`config.mk`:
```
export PLATFORM = sky130hd
export DESIGN_NAME = coherence_bus_ctrl
export DESIGN_NICKNAME = d
export VERILOG_FILES = /design/src/rtl/cpu_types_pkg.sv /design/src/rtl/bus_arbiter.sv /design/src/rtl/coherence_bus_ctrl.sv
export SDC_FILE = /design/constraint.sdc
export NUM_CORES = 1
export LEC_CHECK = 0
export CORE_AREA = 5 5 194 196
export DETAILED_ROUTE_END_ITERATION = 12
export DIE_AREA = 0 0 199 201
export HOLD_SLACK_MARGIN = 0.08
export PLACE_DENSITY = 0.44
export SLEW_MARGIN = 5
export SYNTH_ARGS = -nofsm -noshare
export SYNTH_HDL_FRONTEND = slang
export SYNTH_SLANG_ARGS = --single-unit
```
`constraint.sdc`:
```
create_clock -name CLK -period 3.6 [get_ports CLK]
set_clock_uncertainty 0.2 [all_clocks]
set_input_delay 0.72 -clock CLK [delete_from_list [all_inputs] [get_ports CLK]]
set_output_delay 0.72 -clock CLK [all_outputs]
set_load 0.05 [all_outputs]
```
`src/rtl/cpu_types_pkg.sv`:
```
// rtl/cpu_types_pkg.sv - shared types for the dual-core coherence bus controller
// Contents: system sizes, word/RAM-state types, bus FSM states, request kinds,
// and a helper that aligns a word address down to its block base.
package cpu_types_pkg;

    localparam int CPUS     = 2;
    localparam int BLKWORDS = 2;

    typedef logic [31:0] word_t;

    typedef enum logic [1:0] {
        FREE   = 2'd0,
        BUSY   = 2'd1,
        ACCESS = 2'd2,
        ERROR  = 2'd3
    } ramstate_t;

    typedef enum logic [3:0] {
        IDLE, SNOOP, MEM0, MEM1, C2C0, C2C1, WB0, WB1, IFETCH
    } bus_state_t;

    typedef enum logic [1:0] {
        REQ_WB, REQ_FETCH, REQ_UPG, REQ_IF
    } req_kind_t;

    function automatic word_t block_addr(input word_t a);
        return a & ~word_t'(BLKWORDS * 4 - 1);
    endfunction

endpackage

```
`src/rtl/bus_arbiter.sv`:
```
// rtl/bus_arbiter.sv - request decode and round-robin arbitration between the two cores
// Ports:
//   CLK, nRST                         clock, synchronous active-low reset
//   i_iren/i_dren/i_dwen              per-core icache read, dcache read, dcache writeback
//   i_cctrans/i_ccwrite               per-core coherence request qualifiers
//   i_blocked                         per-core: core is currently being snooped
//   i_take                            controller is idle; a valid grant is consumed
//   o_valid/o_grant/o_kind            a request exists, winning core, request kind
module bus_arbiter
    import cpu_types_pkg::*;
(
    input  logic            CLK,
    input  logic            nRST,
    input  logic [CPUS-1:0] i_iren,
    input  logic [CPUS-1:0] i_dren,
    input  logic [CPUS-1:0] i_dwen,
    input  logic [CPUS-1:0] i_cctrans,
    input  logic [CPUS-1:0] i_ccwrite,
    input  logic [CPUS-1:0] i_blocked,
    input  logic            i_take,
    output logic            o_valid,
    output logic            o_grant,
    output req_kind_t       o_kind
);

    logic            r_rr;
    logic [CPUS-1:0] w_wb;
    logic [CPUS-1:0] w_fetch;
    logic [CPUS-1:0] w_upg;
    logic [CPUS-1:0] w_dreq;
    logic [CPUS-1:0] w_ireq;

    always_comb begin
        w_wb    = i_dwen & ~i_blocked;
        w_fetch = i_cctrans & ~i_dwen & ~i_blocked;
        w_upg   = i_ccwrite & ~i_cctrans & ~i_dren & ~i_dwen & ~i_blocked;
        w_dreq  = w_wb | w_fetch | w_upg;
        w_ireq  = i_iren & ~i_blocked;
        o_valid = 1'b1;
        o_grant = r_rr;
        o_kind  = REQ_IF;
        // Any dcache request outranks any instruction fetch; rr breaks ties.
        if (|w_dreq) begin
            o_grant = w_dreq[r_rr] ? r_rr : ~r_rr;
            if (w_wb[o_grant])
                o_kind = REQ_WB;
            else if (w_fetch[o_grant])
                o_kind = REQ_FETCH;
            else
                o_kind = REQ_UPG;
        end else if (|w_ireq) begin
            o_grant = w_ireq[r_rr] ? r_rr : ~r_rr;
        end else begin
            o_valid = 1'b0;
        end
    end

    always_ff @(posedge CLK) begin
        if (!nRST)
            r_rr <= 1'b0;
        else if (i_take && o_valid)
            r_rr <= ~o_grant;
    end

endmodule

```
`src/rtl/coherence_bus_ctrl.sv`:
```
// rtl/coherence_bus_ctrl.sv - shared-bus snoop/memory controller between two cores and one RAM port
// Ports:
//   CLK, nRST                           clock, synchronous active-low reset
//   iREN/iaddr -> iwait/iload           per-core instruction fetch
//   dREN/dWEN/daddr/dstore/cctrans/ccwrite -> dwait/dload   per-core data side
//   ccwait/ccinv/ccsnoopaddr            snoop outputs (ccinv also grants upgrades)
//   ramREN/ramWEN/ramaddr/ramstore, ramload/ramstate        single-port RAM
module coherence_bus_ctrl
    import cpu_types_pkg::*;
(
    input  logic                CLK,
    input  logic                nRST,
    input  logic [CPUS-1:0]     iREN,
    input  word_t [CPUS-1:0]    iaddr,
    output logic [CPUS-1:0]     iwait,
    output word_t [CPUS-1:0]    iload,
    input  logic [CPUS-1:0]     dREN,
    input  logic [CPUS-1:0]     dWEN,
    input  word_t [CPUS-1:0]    daddr,
    input  word_t [CPUS-1:0]    dstore,
    input  logic [CPUS-1:0]     cctrans,
    input  logic [CPUS-1:0]     ccwrite,
    output logic [CPUS-1:0]     dwait,
    output word_t [CPUS-1:0]    dload,
    output logic [CPUS-1:0]     ccwait,
    output logic [CPUS-1:0]     ccinv,
    output word_t [CPUS-1:0]    ccsnoopaddr,
    output logic                ramREN,
    output logic                ramWEN,
    output word_t               ramaddr,
    output word_t               ramstore,
    input  word_t               ramload,
    input  ramstate_t           ramstate
);

    bus_state_t       r_state;
    bus_state_t       w_next;
    logic             r_req;
    req_kind_t        r_kind;
    logic [CPUS-1:0]  r_ccwait;
    logic [CPUS-1:0]  r_ccinv;
    word_t [CPUS-1:0] r_snoopaddr;

    logic             w_valid;
    logic             w_grant;
    req_kind_t        w_kind;
    logic             w_snp;
    logic             w_done;
    logic             w_idle;

    assign w_snp  = ~r_req;
    assign w_idle = (r_state == IDLE);
    // An ERROR response still retires the word; data is simply not trustworthy.
    assign w_done = (ramstate == ACCESS) || (ramstate == ERROR);

    assign ccwait      = r_ccwait;
    assign ccsnoopaddr = r_snoopaddr;

    bus_arbiter u_arb (
        .CLK       (CLK),
        .nRST      (nRST),
        .i_iren    (iREN),
        .i_dren    (dREN),
        .i_dwen    (dWEN),
        .i_cctrans (cctrans),
        .i_ccwrite (ccwrite),
        .i_blocked (r_ccwait),
        .i_take    (w_idle),
        .o_valid   (w_valid),
        .o_grant   (w_grant),
        .o_kind    (w_kind)
    );

    always_ff @(posedge CLK) begin
        if (!nRST) begin
            r_state     <= IDLE;
            r_req       <= 1'b0;
            r_kind      <= REQ_WB;
            r_ccwait    <= '0;
            r_ccinv     <= '0;
            r_snoopaddr <= '0;
        end else begin
            r_state <= w_next;
            if (w_idle) begin
                if (w_valid) begin
                    r_req  <= w_grant;
                    r_kind <= w_kind;
                    // Snoop toward the other core starts on the grant edge.
                    if (w_kind == REQ_FETCH || w_kind == REQ_UPG) begin
                        r_ccwait[~w_grant]    <= 1'b1;
                        r_ccinv[~w_grant]     <= ccwrite[w_grant];
                        r_snoopaddr[~w_grant] <= block_addr(daddr[w_grant]);
                    end
                end
            end else if (w_next == IDLE) begin
                r_ccwait <= '0;
                r_ccinv  <= '0;
            end
        end
    end

    always_comb begin
        w_next   = r_state;
        iwait    = '1;
        dwait    = '1;
        iload    = '0;
        dload    = '0;
        ccinv    = r_ccinv;
        ramREN   = 1'b0;
        ramWEN   = 1'b0;
        ramaddr  = '0;
        ramstore = '0;
        case (r_state)
            IDLE: begin
                if (w_valid) begin
                    case (w_kind)
                        REQ_WB:  w_next = WB0;
                        REQ_IF:  w_next = IFETCH;
                        default: w_next = SNOOP;
                    endcase
                end
            end
            SNOOP: begin
                if (r_kind == REQ_UPG) begin
                    // Upgrade needs no data: the invalidate itself is the grant.
                    ccinv[r_req] = 1'b1;
                    w_next       = IDLE;
                end else if (ccwrite[w_snp] && cctrans[w_snp]) begin
                    w_next = C2C0;
                end else begin
                    w_next = MEM0;
                end
            end
            MEM0, MEM1: begin
                ramREN  = 1'b1;
                ramaddr = daddr[r_req];
                if (w_done) begin
                    dwait[r_req] = 1'b0;
                    dload[r_req] = ramload;
                    w_next       = (r_state == MEM0) ? MEM1 : IDLE;
                end
            end
            C2C0, C2C1: begin
                // Snooper's Modified word goes to the requester and back to RAM at once.
                ramWEN       = 1'b1;
                ramaddr      = daddr[w_snp];
                ramstore     = dstore[w_snp];
                dload[r_req] = dstore[w_snp];
                if (w_done) begin
                    dwait[r_req] = 1'b0;
                    dwait[w_snp] = 1'b0;
                    w_next       = (r_state == C2C0) ? C2C1 : IDLE;
                end
            end
            WB0, WB1: begin
                ramWEN   = 1'b1;
                ramaddr  = daddr[r_req];
                ramstore = dstore[r_req];
                if (w_done) begin
                    dwait[r_req] = 1'b0;
                    w_next       = (r_state == WB0) ? WB1 : IDLE;
                end
            end
            IFETCH: begin
                ramREN  = 1'b1;
                ramaddr = iaddr[r_req];
                if (w_done) begin
                    iwait[r_req] = 1'b0;
                    iload[r_req] = ramload;
                    w_next       = IDLE;
                end
            end
            default: w_next = IDLE;
        endcase
    end

endmodule
```
==> out/metrics.cfg <==
[power]
ir_drop_v = 0.000460
power_frac_seq = 0.105
p_sw_w = 0.00524
power_w = 0.0100
combPwrFrac = 0.803
power.leakage_nw = 5.13
switching_share = 0.522
pwr-share-clk = 0.092
p_int_w = 0.00480
p_per_area_nw_per_um2 = 740

[routing]
vias = 8131
routed_wl_mm = 42.1
via_per_inst = 4.72
first_iter_violations = 414
drc_errors = 0
first_pass_iters = 8
final_antenna_net_count = 0
wl_per_cell_um = 24.4

[synthesis]
avgSynthCellArea_um2 = 7.27
ys.warnings.count = 0
async_flop_share = 0
synth_area_leaders = dfxtp_1, nand2_1, a22o_1, a22oi_1, mux2i_1
synth_area_um2 = 5720
yosysSeqAreaShare = 0.245
ys_seq_elements = 70
yosysTopAreaCellShare = 0.245
synth_cell_types = 56
synth-edff-count = 0
yosysTopAreaCell = dfxtp_1
synthFlopType = dfxtp_1
syn_inst = 786

[die]
die_area_um2 = 40000
initial_utilization = 0.159
die_w_um = 199
core.rowCount = 70
core_um2 = 35900
ioPinCount = 504
die_h_um = 201

[clocking]
htreeDepth = 3
clkTransAtPathRegs_ns = 0.06
cts_buffers = 9
cts.path.max_buffers = 2
cts_setup_buffers = 0
cts_root_buffer = clkbuf_16
cts_hold_buf = 0
cts_sinks = 70
cts_tree = built
cts_resized = 0
clk_latency_ns = 0.35

[grt]
grt_pass1_vias = 8254
antenna_found_initial = 7
grt_usage = 0.200
grt_max_degree = 72
overflow = 0
grt_pass1_wl_mm = 59.5

[timing]
fin_ws_ns = 0.208
final_max_slew_viol_count = 0
tns_ns = 0
worstMarginPinSlew_ns = 0.876
setup_viol = 0
fmax_ghz = 0.295
finalHoldViolations = 0
relSlewSlack = 0.413
finalCritPeriodShare = 0.942
period_needed_ns = 3.39
rsz0062_at_grt = no

[setup_path]
cp_max_fo = 18
cp_data_required_time_ns = 2.68
arrival_ns = 2.47
crit_type = register to output pin
cp-start-kind = register
endpoint_kind = output pin

[place]
dp_slack_ns = 0.238
place_inst = 1706
gp_congestion = 0.810
dp_hpwl_mm = 33.7
port_buffers = 496
placed_area_um2 = 13200

[outcome]
status = completed

[cells_and_area]
syn2layout_area_growth_pct = 137
design_area_um2 = 13600
regArea_um2 = 1400
final_nets = 1487
drive_above_1_share = 0.219
multiInputGateArea_um2 = 3950
final.fill_count = 3651
instances_no_fill = 1724

[worst_hold_path]
hold_path_class = register to register

[run]
max-cap-violations = 0

[critical path: stages, from the launching register on]
cell     delay, ns
dfxtp_1       0.49
buf_4         0.29
xor2_4        0.54
buf_4         0.26
nand2_1       0.06
a21oi_1       0.28
buf_12        0.18
[routing by layer]
| metal | up-vias | global-route usage | wire [um] |
|---|---|---|---|
| met3 | 46 | 0.0641 | 3630 |
| met5 | - | 0 | 68 |
| met4 | 8 | 0.0576 | 842 |
| met2 | 374 | 0.364 | 21900 |
| li1 | 3804 | - | - |
| met1 | 3899 | 0.221 | 15700 |
[layout make-up]
cell class,instances,share of cell area
Tap cell,468,0.0432
Clock inverter,7,0.00535
Clock buffer,9,0.0166
Timing Repair Buffer,536,0.538
Inverter,8,0.00221
Sequential cell,70,0.103
Multi-Input combinational cell,624,0.291
Antenna cell,2,0.000369
[path summary, 6_finish.rpt]
kind	start	end	slack, ns	cells past startpoint
setup / recovery	r_state[1]$_SDFF_PN0_	ramstore[25]	0.21	6
hold / removal	ccsnoopaddr[25]$_SDFFE_PN0P_	ccsnoopaddr[25]$_SDFFE_PN0P_	0.25	2
setup reg to reg	ccwait[0]$_SDFFE_PN0P_	ccsnoopaddr[59]$_SDFFE_PN0P_	1.14	5
hold reg to reg	ccsnoopaddr[25]$_SDFFE_PN0P_	ccsnoopaddr[25]$_SDFFE_PN0P_	0.25	2
[placed cells by master, fill, tap and decap left out, drive strengths merged, types with 8 or more instances in the layout]
master / count
a22o: 71
clkbuf: 9
a22oi: 42
buf: 241
mux2i: 29
o221ai: 9
a222oi: 23
o21ai: 35
nand3: 12
inv: 9
a21oi: 38
a21boi: 31
nor2b: 8
clkdlybuf4s50: 295
dfxtp: 70
and2: 37
and3: 36
nand2: 186
nor2: 13
[sequential cells by signal, indices dropped and copies added (netlist names)]
| name | flops |
|---|---|
| ccsnoopaddr | 58 |
| u_arb.r_rr | 1 |
| r_ccinv | 2 |
| r_state | 4 |
| ccwait | 2 |
| r_kind | 2 |
| r_req | 1 |
[through the flow]
| step | hold slack (ns) | util |
|---|---|---|
| 3_5_place_dp | 0.246 | 0.369 |
| 3_3_place_gp | 0.238 | 0.369 |
| 4_1_cts | 0.255 | 0.377 |
| 5_1_grt | 0.268 | 0.378 |
| 2_1_floorplan | 0.243 | - |
| 6_report | 0.250 | 0.378 |
[cell families after synthesis]
group,count (synthesis),share of synthesized area
flip-flops,70,0.245
AO/OA/AOI/OAI,278,0.370
XOR/XNOR,2,0.00307
AND/OR/NAND/NOR,309,0.252
multiplexers,29,0.0508
buffers and inverters,97,0.0784
other,1,0.000656
[cells in the mapped netlist, drive strengths merged (23+ instances only)]
cell	instances
a222oi	23
and2	37
a21boi	31
nand2	186
and3	36
mux2i	29
dfxtp	70
clkbuf	71
a22oi	42
o21ai	35
a21oi	38
a22o	71
[power groups by stage]
| stage | registers (W) | clock network [W] | logic [W] |
|---|---|---|---|
| finish | 0.00105 | 0.000926 | 0.00806 |
| global route | 0.00108 | 0.000988 | 0.00842 |
| CTS | 0.00105 | 0.000954 | 0.00815 |
| detailed placement | 0.00107 | 0 | 0.00813 |
| global placement | 0.00106 | 0 | 0.00814 |
| floorplan | 0.00141 | 0 | 0.00378 |
No activity file was read; power rests on OpenSTA's default activity.
